$ cat src/rtl/id_ex_stage.sv
// ID/EX pipeline register: captures the decoded instruction, resolves operand
// forwarding from EX/MEM and MEM/WB, and handles stall, flush and bubbles.

module id_ex_fwd #(
  parameter int DATA_W = 8,
  parameter int RA_W   = 4
) (
  input  logic [RA_W-1:0]   i_rs,
  input  logic [DATA_W-1:0] i_rf,
  input  logic              i_exmem_we,
  input  logic [RA_W-1:0]   i_exmem_rd,
  input  logic [DATA_W-1:0] i_exmem_data,
  input  logic              i_memwb_we,
  input  logic [RA_W-1:0]   i_memwb_rd,
  input  logic [DATA_W-1:0] i_memwb_data,
  output logic [DATA_W-1:0] o_val
);
  always_comb begin
    o_val = i_rf;
    if (i_rs == '0)                             o_val = '0;
    else if (i_exmem_we && i_exmem_rd == i_rs)  o_val = i_exmem_data;
    else if (i_memwb_we && i_memwb_rd == i_rs)  o_val = i_memwb_data;
  end
endmodule

module id_ex_stage #(
  parameter int DATA_W = 8,
  parameter int OP_W   = 5,
  parameter int RA_W   = 4
) (
  input  logic              i_clk,
  input  logic              i_rst_n,
  input  logic              i_id_valid,
  input  logic [OP_W-1:0]   i_id_aluOp,
  input  logic [RA_W-1:0]   i_id_rs1,
  input  logic [RA_W-1:0]   i_id_rs2,
  input  logic [RA_W-1:0]   i_id_rd,
  input  logic [DATA_W-1:0] i_id_rdata1,
  input  logic [DATA_W-1:0] i_id_rdata2,
  input  logic              i_id_regWrite,
  input  logic              i_id_useImm,
  input  logic [DATA_W-1:0] i_id_imm,
  input  logic              i_exmem_regWrite,
  input  logic [RA_W-1:0]   i_exmem_rd,
  input  logic [DATA_W-1:0] i_exmem_result,
  input  logic              i_memwb_regWrite,
  input  logic [RA_W-1:0]   i_memwb_rd,
  input  logic [DATA_W-1:0] i_memwb_data,
  input  logic              i_stall,
  input  logic              i_flush,
  output logic              o_ex_valid,
  output logic [OP_W-1:0]   o_ex_aluOp,
  output logic [DATA_W-1:0] o_ex_srcA,
  output logic [DATA_W-1:0] o_ex_srcB,
  output logic [RA_W-1:0]   o_ex_rd,
  output logic              o_ex_regWrite,
  output logic [15:0]       o_stall_cnt,
  output logic [15:0]       o_flush_cnt
);
  logic              r_valid, r_regWrite, r_useImm;
  logic [OP_W-1:0]   r_aluOp;
  logic [DATA_W-1:0] r_srcA, r_srcB;
  logic [RA_W-1:0]   r_rd, r_rs1, r_rs2;
  logic [15:0]       r_stall_cnt, r_flush_cnt;

  // Forward paths: [0]/[1] decode rs1/rs2, [2]/[3] held rs1/rs2 (refresh
  // during stall; a non-matching held operand keeps its current value).
  logic [3:0][RA_W-1:0]   w_rs;
  logic [3:0][DATA_W-1:0] w_rf;
  logic [3:0][DATA_W-1:0] w_fwd;

  assign w_rs = {r_rs2, r_rs1, i_id_rs2, i_id_rs1};
  assign w_rf = {r_srcB, r_srcA, i_id_rdata2, i_id_rdata1};

  for (genvar g = 0; g < 4; g++) begin : g_fwd
    id_ex_fwd #(.DATA_W(DATA_W), .RA_W(RA_W)) u_fwd (
      .i_rs         (w_rs[g]),
      .i_rf         (w_rf[g]),
      .i_exmem_we   (i_exmem_regWrite),
      .i_exmem_rd   (i_exmem_rd),
      .i_exmem_data (i_exmem_result),
      .i_memwb_we   (i_memwb_regWrite),
      .i_memwb_rd   (i_memwb_rd),
      .i_memwb_data (i_memwb_data),
      .o_val        (w_fwd[g])
    );
  end

  always_ff @(posedge i_clk or negedge i_rst_n) begin
    if (!i_rst_n) begin
      r_valid     <= 1'b0;
      r_regWrite  <= 1'b0;
      r_useImm    <= 1'b0;
      r_aluOp     <= '0;
      r_srcA      <= '0;
      r_srcB      <= '0;
      r_rd        <= '0;
      r_rs1       <= '0;
      r_rs2       <= '0;
      r_stall_cnt <= '0;
      r_flush_cnt <= '0;
    end else if (i_flush || (!i_stall && !i_id_valid)) begin
      r_valid    <= 1'b0;
      r_regWrite <= 1'b0;
      r_useImm   <= 1'b0;
      r_aluOp    <= '0;
      r_srcA     <= '0;
      r_srcB     <= '0;
      r_rd       <= '0;
      r_rs1      <= '0;
      r_rs2      <= '0;
      if (i_flush && r_flush_cnt != 16'hFFFF) r_flush_cnt <= r_flush_cnt + 16'd1;
    end else if (i_stall) begin
      r_srcA <= w_fwd[2];
      if (!r_useImm) r_srcB <= w_fwd[3];
      if (r_stall_cnt != 16'hFFFF) r_stall_cnt <= r_stall_cnt + 16'd1;
    end else begin
      r_valid    <= 1'b1;
      r_regWrite <= i_id_regWrite;
      r_useImm   <= i_id_useImm;
      r_aluOp    <= i_id_aluOp;
      r_srcA     <= w_fwd[0];
      r_srcB     <= i_id_useImm ? i_id_imm : w_fwd[1];
      r_rd       <= i_id_rd;
      r_rs1      <= i_id_rs1;
      r_rs2      <= i_id_rs2;
    end
  end

  assign o_ex_valid    = r_valid;
  assign o_ex_aluOp    = r_aluOp;
  assign o_ex_srcA     = r_srcA;
  assign o_ex_srcB     = r_srcB;
  assign o_ex_rd       = r_rd;
  assign o_ex_regWrite = r_regWrite;
  assign o_stall_cnt   = r_stall_cnt;
  assign o_flush_cnt   = r_flush_cnt;
endmodule

$ cat config.mk
export PLATFORM = sky130hd
export DESIGN_NAME = id_ex_stage
export DESIGN_NICKNAME = d
export VERILOG_FILES = /design/src/rtl/id_ex_stage.sv
export SDC_FILE = /design/constraint.sdc
export NUM_CORES = 1
export LEC_CHECK = 0
export CAP_MARGIN = 20
export CORE_ASPECT_RATIO = 2
export CORE_MARGIN = 2
export CORE_UTILIZATION = 35
export DETAILED_ROUTE_END_ITERATION = 12
export PLACE_DENSITY = 0.65
export SLEW_MARGIN = 40
export SYNTH_ARGS = -nofsm -noshare
export SYNTH_HDL_FRONTEND = slang
export SYNTH_SLANG_ARGS = --single-unit
$ cat constraint.sdc
create_clock -name i_clk -period 2.05 [get_ports i_clk]
set_input_delay 0.41 -clock i_clk [delete_from_list [all_inputs] [get_ports i_clk]]
set_output_delay 0.41 -clock i_clk [all_outputs]
set_load 0.01 [all_outputs]
==> flow_summary.json <==
{
  "critPathLaunchType": "primary input",
  "finalWorstPathRequiredPeriod_ns": 1.94,
  "numCtsBuffers": 9,
  "synthMuxAreaShare": 0.110,
  "path_delay_family": "buffers and inverters",
  "r2r-end": "o_flush_cnt[15]$_DFFE_PN0P_",
  "drt_first_pass_iters": 4,
  "hold_violations": 0,
  "crit_buf_inv": 2,
  "worst_path_max_delay_cell": "clkdlybuf4s50_1",
  "yosys.area_share.simple": 0.139,
  "yosys.area.top_type": "dfrtp_1",
  "drv_slew": 0,
  "yosysWarnings": 0,
  "multi_input_area_sq_um": 2210,
  "drt_iter0_drc": 154,
  "crit_chain": "clkdlybuf4s50_1 > xor2_1 > nor4_4 > buf_6 > mux2i_1 > o21ai_0 > a32o_1",
  "fin_cells": 737,
  "yosys.area_share.xor_xnor": 0.127,
  "rsz0062_at_grt": "yes",
  "holdBufCountCts": 0,
  "grt_first_pass_wirelength_mm": 20.9,
  "path_depth": 7,
  "whs_ns": 0.0748,
  "cp_slowest_stage_delay_ns": 0.48,
  "max_freq_ghz": 0.515,
  "rr_startpoint": "o_flush_cnt[3]$_DFFE_PN0P_",
  "slew_headroom": 0.687,
  "power_leakage_nw": 2.71,
  "setup_viol": 0,
  "drc": 0,
  "finalWirelength_mm": 13.2,
  "finalPower_w": 0.00445,
  "end_kind": "flip-flop",
  "final_layout_size_suffix_gt1_frac": 0.143,
  "path_max_fanout": 8,
  "grt_max_degree": 69,
  "grt-ovfl-total": 0,
  "ys_ff_latch": 68,
  "synth_top_flop_cell": "dfrtp_1",
  "status": "finished, final reports clean",
  "power_density_nw_per_um2": 716,
  "crit_required_ns": 2.27,
  "finClkSkew_ns": 0.00531,
  "synth-async-reset-ratio": 1.00,
  "syn_nets": 490,
  "area.sequential_sq_um": 1700,
  "wl_per_cell_microns": 17.9,
  "port_buffers": 132,
  "antenna_found_initial": 0,
  "cts_tree": "yes",
  "nets": 666,
  "cts_setup_buffers": 0,
  "synth_area_leaders": "dfrtp_1 (42%), mux2i_1 (11%), xor2_1 (7.4%)",
  "yosysSeqAreaShare": 0.424,
  "worstPathArrival_ns": 2.16,
  "place_congestion": 0.890,
  "h-tree-depth": 3,
  "vias": 3830,
  "synth_compound_area_frac": 0.153,
  "ir_drop_mv": 0.800,
  "synth_edf_count": 0,
  "worstSkewPairLatency_ns": 0.33,
  "antenna_cells": 0,
  "maxCapViolations": 0,
  "die_w_microns": 79.7,
  "clkSlewWorstSetupHoldPaths_ns": 0.06,
  "dieArea_sq_um": 12400,
  "rr_worst_depth": 6,
  "critPathKind": "primary input to flip-flop",
  "cts_sinks": 68,
  "synth_top_family_by_area": "compound AO/OA/AOI/OAI gates",
  "core.rowCount": 55,
  "layout-area-overhead-vs-synth_pct": 54.9,
  "vias_per_cell": 5.20,
  "coreArea_sq_um": 11200,
  "finalCritPeriodShare": 0.947,
  "start_util": 0.358,
  "syn_avg_cell_area_sq_um": 9.69,
  "r2r_setup_slack_ns": 0.11,
  "dp.cells": 720,
  "yosysMostFrequentCell": "dfrtp_1",
  "synth_cell_types": 42,
  "cts_buffer_depth": 2,
  "grt_pass1_vias": 4104,
  "grtUsageTotal": 0.219,
  "hpwl_mm": 10.0,
  "root_buffer": "clkbuf_16",
  "synthTopCellsByCount": "dfrtp_1 (68), nor2_1 (45), mux2i_1 (43), xor2_1 (34)",
  "fillers": 996,
  "syn_inst": 414,
  "ios": 133,
  "tightestPinTransition_ns": 0.468,
  "ant_nets": 0,
  "die_h_microns": 155,
  "synth_area_sq_um": 4010,
  "hold_path.class": "primary input to asynchronous set/reset pin",
  "synth_top_area_share": 0.424,
  "synthAdderAreaFrac": 0.00624
}
-- cells in the final DEF (no fill, tap or decap), types with 9 or more instances in the layout --
cell type        count
clkdlybuf4s50_1    122
dfrtp_1             68
buf_4               46
nor2_1              45
mux2i_1             43
xor2_1              34
inv_1               24
xnor2_1             24
nand2_1             22
o21ai_0             16
a21oi_1             11
a31oi_1              9
nand4_1              9
clkbuf_16            9
-- how the worst max path moves through the flow --
stage / to / slack, ns / start
finish: o_ex_srcB[2]$_DFFE_PN0P_ / 0.11 / i_exmem_rd[3]
global route: o_ex_srcB[2]$_DFFE_PN0P_ / -0.01 / r_rs2[2]$_DFFE_PN0P_
CTS: o_ex_srcA[2]$_DFFE_PN0P_ / 0.03 / i_memwb_rd[3]
detailed placement: o_ex_srcB[5]$_DFFE_PN0P_ / -0.37 / i_memwb_rd[0]
global placement: o_ex_srcB[2]$_DFFE_PN0P_ / -0.33 / i_memwb_rd[0]
floorplan: o_flush_cnt[15]$_DFFE_PN0P_ / 0.16 / o_flush_cnt[4]$_DFFE_PN0P_
-- sequential cells by signal (all words and copies together) (netlist names) --
| signal | flops |
|---|---|
| r_rs1 | 4 |
| o_flush_cnt | 16 |
| o_ex_aluOp | 5 |
| r_rs2 | 4 |
| o_ex_srcA | 8 |
| o_ex_regWrite | 1 |
| o_ex_rd | 4 |
| r_useImm | 1 |
| o_stall_cnt | 16 |
| o_ex_valid | 1 |
| o_ex_srcB | 8 |
-- metrics by stage --
step,area (sq um),worst slack [ns],util,setup TNS (ns)
6_report,6210,0.108,0.554,0
5_1_grt,6210,-0.0132,0.554,-0.0179
4_1_cts,6140,0.0314,0.547,0
3_5_place_dp,5840,-0.369,0.520,-5.26
3_3_place_gp,5840,-0.329,0.520,-4.48
2_1_floorplan,4010,0.161,-,0
-- worst register-to-register path, cell delays in order (launching register included) --
cell and delay [ns]:
dfrtp_1 0.42, nand4_1 0.19, or4_4 0.58, o21ai_4 0.15, or3_1 0.25, nor3_1 0.09
xor2_1 0.14
-- repair_timing --
item,4_1_cts,5_1_grt
endpoints found under the setup margin,5,20
pin swaps,0,7
resized for setup,1,20
gates cloned,0,1
-- layer usage --
layer	track usage	up-vias	wire (microns)	part of all wire
met5	0	-	0	0
met4	0.112	0	457	0.035
met3	0.0470	22	753	0.057
met2	0.393	129	7210	0.55
met1	0.235	1845	4800	0.36
li1	-	1834	-	-
-- area by class of cell --
type | instances | area share
inverters | 24 | 0.0145
well taps | 142 | 0.0286
clock inverters | 6 | 0.0117
flip-flops and latches | 68 | 0.274
clock buffers | 10 | 0.0368
multi-input cells | 305 | 0.356
repair buffers | 182 | 0.279
-- cells by family after synthesis --
family | count (synthesis)
AOI/OAI and AO/OA | 87
xor gates and xnor gates | 58
adders and majority gates | 2
buffers and inverters | 41
DFF | 68
muxes | 44
and+or+nand+nor | 114
-- report_power, final --
group	leakage (nW)	internal, W	switching [W]	total [W]
Combinational	1.66	0.000669	0.000525	0.00119
Clock	0.144	0.000955	0.000624	0.00158
Sequential	0.901	0.00150	0.000175	0.00167
Total	2.71	0.00312	0.00132	0.00445
Note: power is estimated with default switching activity, not from simulation.
